**src/rtl/od_reader_pkg.sv**
```systemverilog
// Shared types and width classification for the open-drain line reader.
package od_reader_pkg;

    // Decoder states: waiting for a low, measuring a low, acting on its width
    typedef enum logic [1:0] {
        ST_IDLE     = 2'd0,
        ST_LOW      = 2'd1,
        ST_CLASSIFY = 2'd2
    } state_e;

    // What a measured low pulse means
    typedef enum logic [2:0] {
        SC_GLITCH    = 3'd0,
        SC_BIT1      = 3'd1,
        SC_BIT0      = 3'd2,
        SC_FRAME_ERR = 3'd3,
        SC_BUS_RST   = 3'd4
    } slot_e;

    // Map a low width onto a slot class using the supplied thresholds
    function automatic slot_e classify_width(
        input int unsigned w,
        input int unsigned low_min,
        input int unsigned bit1_max,
        input int unsigned bit0_max,
        input int unsigned reset_min
    );
        slot_e cls;
        if (w < low_min) begin
            cls = SC_GLITCH;
        end else if (w <= bit1_max) begin
            cls = SC_BIT1;
        end else if (w <= bit0_max) begin
            cls = SC_BIT0;
        end else if (w < reset_min) begin
            cls = SC_FRAME_ERR;
        end else begin
            cls = SC_BUS_RST;
        end
        return cls;
    endfunction

endpackage

```
**src/rtl/od_line_filter.sv**
```systemverilog
// Input conditioning: undriven line reads as high, two-flop synchroniser,
// then a majority-free run filter that only moves the level after FILT_LEN
// identical synchronised samples. Rise and fall use the same path, so a clean
// low keeps its width.
module od_line_filter
    import od_reader_pkg::*;
#(
    parameter int FILT_LEN = 3
) (
    input  logic clk,
    input  logic rst,
    input  logic line_i,
    output logic level_o,
    output logic rise_o,
    output logic fall_o
);

    logic                  line_s;
    logic                  sync1_q;
    logic                  sync2_q;
    logic [FILT_LEN-2:0]   hist_q;
    logic [FILT_LEN-1:0]   window_s;
    logic                  level_q;
    logic                  level_d;

    // Only a solid 0 is a pull-down; Z/X mean the pull-up owns the line
    assign line_s   = (line_i !== 1'b0);
    assign window_s = {hist_q, sync2_q};

    // Filtered level changes only when the whole window agrees
    always_comb begin
        level_d = level_q;
        if (&window_s) begin
            level_d = 1'b1;
        end else if (~|window_s) begin
            level_d = 1'b0;
        end else begin
            level_d = level_q;
        end
    end

    // Synchroniser, sample history and filtered level registers
    always_ff @(posedge clk or posedge rst) begin
        if (rst) begin
            sync1_q <= 1'b1;
            sync2_q <= 1'b1;
            hist_q  <= {(FILT_LEN-1){1'b1}};
            level_q <= 1'b1;
        end else begin
            sync1_q <= line_s;
            sync2_q <= sync1_q;
            hist_q  <= window_s[FILT_LEN-2:0];
            level_q <= level_d;
        end
    end

    assign level_o = level_q;
    assign rise_o  = level_d & ~level_q;
    assign fall_o  = ~level_d & level_q;

endmodule

```
**src/rtl/od_line_reader.sv**
```systemverilog
// Open-drain line reader: measures filtered low pulses, decodes bits,
// bus resets and framing errors, and delivers LSB-first words over valid/ready.
module od_line_reader
    import od_reader_pkg::*;
#(
    parameter int DATA_W    = 8,
    parameter int FILT_LEN  = 3,
    parameter int LOW_MIN   = 4,
    parameter int BIT1_MAX  = 15,
    parameter int BIT0_MAX  = 60,
    parameter int RESET_MIN = 240,
    parameter int CNT_W     = 10
) (
    input  logic              clk,
    input  logic              rst,
    input  logic              enable_i,
    input  logic              line_i,
    output logic [DATA_W-1:0] data_o,
    output logic              valid_o,
    input  logic              ready_i,
    output logic              reset_det_o,
    output logic              frame_err_o,
    output logic              overflow_o,
    input  logic              clr_i
);

    localparam int BC_W = $clog2(DATA_W + 1);

    logic              level_s;
    logic              rise_s;
    logic              fall_s;
    slot_e             slot_s;
    logic              word_done_s;

    state_e            state_q,  state_d;
    logic [CNT_W-1:0]  cnt_q,    cnt_d;
    logic [DATA_W-1:0] shift_q,  shift_d;
    logic [BC_W-1:0]   bitcnt_q, bitcnt_d;
    logic [DATA_W-1:0] data_q,   data_d;
    logic              valid_q,  valid_d;
    logic              ovf_q,    ovf_d;
    logic              rdet_q,   rdet_d;
    logic              ferr_q,   ferr_d;

    od_line_filter #(.FILT_LEN(FILT_LEN)) u_filter (
        .clk     (clk),
        .rst     (rst),
        .line_i  (line_i),
        .level_o (level_s),
        .rise_o  (rise_s),
        .fall_o  (fall_s)
    );

    assign slot_s = classify_width(32'(cnt_q), LOW_MIN, BIT1_MAX, BIT0_MAX, RESET_MIN);

    // Next-state: pulse measurement FSM, bit assembly and output handshake
    always_comb begin
        state_d     = state_q;
        cnt_d       = cnt_q;
        shift_d     = shift_q;
        bitcnt_d    = bitcnt_q;
        data_d      = data_q;
        valid_d     = (valid_q && ready_i) ? 1'b0 : valid_q;
        ovf_d       = clr_i ? 1'b0 : ovf_q;
        rdet_d      = 1'b0;
        ferr_d      = 1'b0;
        word_done_s = 1'b0;

        if (!enable_i) begin
            state_d  = ST_IDLE;
            cnt_d    = {CNT_W{1'b0}};
            shift_d  = {DATA_W{1'b0}};
            bitcnt_d = {BC_W{1'b0}};
        end else begin
            case (state_q)
                ST_IDLE: begin
                    if (fall_s) begin
                        state_d = ST_LOW;
                        cnt_d   = {{(CNT_W-1){1'b0}}, 1'b1};
                    end else begin
                        state_d = ST_IDLE;
                    end
                end
                ST_LOW: begin
                    if (rise_s) begin
                        state_d = ST_CLASSIFY;
                    end else if (cnt_q != {CNT_W{1'b1}}) begin
                        cnt_d = cnt_q + {{(CNT_W-1){1'b0}}, 1'b1};
                    end else begin
                        cnt_d = cnt_q;
                    end
                end
                ST_CLASSIFY: begin
                    state_d = ST_IDLE;
                    case (slot_s)
                        SC_BIT1, SC_BIT0: begin
                            shift_d = {(slot_s == SC_BIT1), shift_q[DATA_W-1:1]};
                            if (bitcnt_q == BC_W'(DATA_W - 1)) begin
                                bitcnt_d    = {BC_W{1'b0}};
                                word_done_s = 1'b1;
                            end else begin
                                bitcnt_d = bitcnt_q + {{(BC_W-1){1'b0}}, 1'b1};
                            end
                        end
                        SC_FRAME_ERR: begin
                            ferr_d   = 1'b1;
                            shift_d  = {DATA_W{1'b0}};
                            bitcnt_d = {BC_W{1'b0}};
                        end
                        SC_BUS_RST: begin
                            rdet_d   = 1'b1;
                            shift_d  = {DATA_W{1'b0}};
                            bitcnt_d = {BC_W{1'b0}};
                        end
                        default: begin
                            shift_d = shift_q;
                        end
                    endcase
                end
                default: begin
                    state_d = ST_IDLE;
                end
            endcase
        end

        // A finished word either lands in the output register or is dropped
        if (word_done_s) begin
            if (!valid_q || ready_i) begin
                data_d  = shift_d;
                valid_d = 1'b1;
            end else begin
                ovf_d = 1'b1;
            end
        end else begin
            data_d = data_q;
        end
    end

    // State and output registers
    always_ff @(posedge clk or posedge rst) begin
        if (rst) begin
            state_q  <= ST_IDLE;
            cnt_q    <= {CNT_W{1'b0}};
            shift_q  <= {DATA_W{1'b0}};
            bitcnt_q <= {BC_W{1'b0}};
            data_q   <= {DATA_W{1'b0}};
            valid_q  <= 1'b0;
            ovf_q    <= 1'b0;
            rdet_q   <= 1'b0;
            ferr_q   <= 1'b0;
        end else begin
            state_q  <= state_d;
            cnt_q    <= cnt_d;
            shift_q  <= shift_d;
            bitcnt_q <= bitcnt_d;
            data_q   <= data_d;
            valid_q  <= valid_d;
            ovf_q    <= ovf_d;
            rdet_q   <= rdet_d;
            ferr_q   <= ferr_d;
        end
    end

    assign data_o      = data_q;
    assign valid_o     = valid_q;
    assign overflow_o  = ovf_q;
    assign reset_det_o = rdet_q;
    assign frame_err_o = ferr_q;

endmodule
```
**config.mk**
```make
export PLATFORM = sky130hd
export DESIGN_NAME = od_line_reader
export DESIGN_NICKNAME = d
export VERILOG_FILES = /design/src/rtl/od_reader_pkg.sv /design/src/rtl/od_line_filter.sv /design/src/rtl/od_line_reader.sv
export SDC_FILE = /design/constraint.sdc
export NUM_CORES = 1
export LEC_CHECK = 0
export BUFFER_PORTS_ARGS = -buffer_cell sky130_fd_sc_hd__buf_2
export CORE_UTILIZATION = 50
export CTS_CLUSTER_SIZE = 20
export DETAILED_ROUTE_END_ITERATION = 16
export PLACE_DENSITY = 0.77
export SYNTH_ARGS = -nofsm -noshare
export SYNTH_HDL_FRONTEND = slang
export SYNTH_SLANG_ARGS = --single-unit
```
**constraint.sdc**
```tcl
create_clock -name clk -period 5.47 [get_ports clk]
set_clock_uncertainty 0.05 [all_clocks]
set_input_delay 0.2735 -clock clk [delete_from_list [all_inputs] [get_ports clk]]
set_output_delay 0.2735 -clock clk [all_outputs]
set_load 0.02 [all_outputs]
```
==> summary.md <==
| Metric | Value |
|---|---|
| Status | completed |
| Type of destination of the critical path | flip-flop |
| WL met2 | a little under 2000 µm |
| Avg WL per Cell | around 16 µm |
| P_sw | 0.120 mW |
| Startpoint types | flip-flop |
| Slew Viols, Final | 0 |
| Simple-gate portion of the synthesized area | approximately a fifth |
| Final Non-Filler Cells | around 260 |
| Clk sinks | 40 |
| Area growth syn-to-layout | 9.80% |
| Max frequency | 0.485 GHz |
| Worst slew pin tran | 558 ps |
| Initial antenna violation count | 0 |
| Antenna-violating nets left | 0 |
| Top cell family by delay on the critical path | simple AND/OR/NAND/NOR gates |
| CTS tree | built |
| Commonest non-fill, non-tap cell in the layout | dfrtp_1 |
| Clock latency on the worst-skew pair | 280 ps |
| Clock Power Share | 37.3% |
| Top sig layer | met4 |
| CTS Hold Buffers Added | 0 |
| Main combinational cell family by area after synthesis | compound AO/OA/AOI/OAI gates |
| CTS root buf | clkbuf_8 |
| Critical path class | reg -> reg |
| Hold Path Class | in -> async |
| Critical Path Stages | 4 |
| Synth unique cells | between 40 and 50 |
| Top FF cell, synth | dfrtp_1 |
| Max IR drop VDD | between 200 and 250 µV |
| # DRC | 0 |
| Adder-Cell Fraction of Synth Area | about 1.9% |
| Max-cap violations | 0 |
| RSZ-0062 raised after global routing | no |
| Via count | approximately 1600 |
| CP startpoint | cnt_q[9] |
| Post-synthesis mux area share | less than 1% |
| Post-synthesis async set-or-reset flop share | 100% |
| Commonest cells after routing, fill and taps aside | 35 x dfrtp_1, 17 x buf_2, 16 x nand2_1, 13 x o21ai_0 |
| Synthesized instance count | 200 |
| Post-Syn Area | 0.00202 mm² |
| Setup TNS | 0 ps |
| Ys Warns | 0 |
| Met3 WL post-DR | 182 µm |
| PnR worst setup slack | roughly 3400 ps |
| Drt via density | just over 6 |
| Combinational share of power | under 10% |
| Die Ht | roughly 66 µm |
| Seq cells post-synth | 40 |
| Worst EP arrival | 2180 ps |
| Min Tclk post-route | between 2000 and 2500 ps |
| Post-Syn Area per Cell | slightly above 10 µm² |
| Worst hold slack | roughly 37 ps |
| Port bufs | 17 |
| R2R setup slack | roughly 3400 ps |
| Sw frac | between 20 and 25% |
| Worst path required time | 5590 ps |
| CTS buffer count | 5 |
| Metal-1 WL | ~2000 µm |
| Post-synth EDFFs | 0 |
| CP cell instances | nor4_4, o211ai_4, or2_1, mux2_4 |
| Global route overflow | 0 |
| Slowest-stage cell, CP | nor4_4 |
| Drt first pass iters | 4 |
| Largest net degree at the start of global routing | between 40 and 50 |
| Post-route clock period utilization | 37.7% |
| CTS resizes | 0 |
| R2r startpoint | cnt_q[9] |
| Syn nets | between 200 and 250 |
| Worst relative slew slack | ~63% |
| DR iter-0 viols | ~150 |
| Clock Path Buffers | 2 |
| Chip width | 65.5 µm |
| Lkg Pwr | about 1.0 nW |
| Compound-cell area share of the yosys netlist | roughly 24% |
| FF-to-FF End | data_o[7] |
| CP max FO | 8 |
| DPL Wire Length | slightly below 3000 µm |
| Num ports | 18 |
| Register area share after synthesis | 49.9% |
| Final hold violation count | 0 |
| P_int | slightly above 0.4 mW |
| WP buf/inv | 0 |
| Die ar. | between 0.004 and 0.005 mm² |
| Final wirelength | ~4200 µm |
| Initial Utilization | a little over half |
| Worst slack, placed | 3450 ps |
| Total GRT Usage | 22.1% |
| Worst-path clk slew | about 80 ps |
| Pwr/cell area | 239 mW/mm² |
| Final #Nets | around 220 |
| Slowest cell delay on critical path | between 500 and 600 ps |
| Vias in the first global route | 1563 |
| Core area | approximately 0.0038 mm² |
| Final GP Congestion | 0.876 |
| Placed Cells | 256 |
| Synth Area in XOR/XNOR | 0% |
| Crit path to | data_o[7] |
| Rows | 22 |
| Reg power frac | around 58% |
| Post-CTS setup buffers | 0 |
| Final Setup Violations | 0 |
| First-pass GRT wire length | just over 7000 µm |
| Layout cells sized above 1 | between 10% and 20% |
| Worst reg2reg path depth | 4 |
| # H-tree levels | 2 |
| # diodes | 0 |
cells by family after synthesis:
group	count (synthesis)
flip-flops	40
AND/OR/NAND/NOR	68
adder cells (fa/ha/maj)	3
multiplexers	1
buffers and inverters	18
AO/OA/AOI/OAI	70
synthesized netlist by cell type, drive strengths merged (3+ instances only):
library cell / count / area share [%]
nand3: 6 / 1.5
o31ai: 4 / 1.5
dfstp: 5 / 6.5
a21oi: 8 / 2.0
a31oi: 6 / 1.9
nand2: 16 / 3.0
clkbuf: 7 / 1.3
o311ai: 5 / 2.2
and4: 4 / 1.7
ha: 3 / 1.9
nor2: 10 / 1.9
o21ai: 23 / 5.7
inv: 8 / 1.5
buf: 3 / 1.1
a22o: 9 / 3.9
nand4: 6 / 1.9
dfrtp: 35 / 43
and2: 3 / 0.93
nand2b: 5 / 1.6
sequential cells by signal, indices dropped and copies added, names as in the netlist:
name and cells:
cnt_q 10, data_o 8, shift_q 7, bitcnt_q 4
state_q 2, u_filter.hist_q 2, frame_err_o 1, overflow_o 1
reset_det_o 1, u_filter.level_o 1, u_filter.sync1_q 1, u_filter.sync2_q 1
valid_o 1
power groups by stage:
stage / Sequential, mW / Clock, mW / Combinational, mW
after floorplan: 0.310 / 0 / 0.0189
after global placement: 0.311 / 0 / 0.0262
after detailed placement: 0.311 / 0 / 0.0265
after CTS: 0.306 / 0.204 / 0.0265
after global routing: 0.307 / 0.215 / 0.0294
final: 0.306 / 0.198 / 0.0261
through the flow:
step	util [%]	power (mW)	area [µm²]
2_1_floorplan	-	0.329	2020
3_3_place_gp	56.3	0.337	2120
3_5_place_dp	56.3	0.338	2120
4_1_cts	58.7	0.536	2210
5_1_grt	58.7	0.551	2210
6_report	58.7	0.529	2210
worst min path at each step:
stage                           from                to  slack [ps]  depth (start not counted)
floorplan                     line_i  u_filter.sync1_q         230                          0
global placement    u_filter.sync1_q  u_filter.sync2_q         300                          0
detailed placement  u_filter.sync1_q  u_filter.sync2_q         300                          0
CTS                           line_i  u_filter.sync1_q          30                          1
global route                  line_i  u_filter.sync1_q          20                          1
finish                           rst         data_o[5]          40                          3
per-layer routing:
layer  global-route usage (%)  up-vias
met2                     33.1       44
met5                        0        -
met3                     4.51        4
met4                     7.34        0
met1                     32.0      809
li1                         -      787
worst min-delay path: cells and delay by family:
family   cells  cell delay, ps
buf+inv      3             540
cell type report:
class / instances / area, µm²
timing repair buffer: 18 / 92.6
tap: 48 / 60.1
fill: 308 / 1560
inverter: 8 / 30.0
sequential: 40 / 1010
multi-input combinational: 142 / 932
clock inverter: 2 / 10.0
clock buffer: 6 / 82.6
Power figures use the tool's default switching activity.
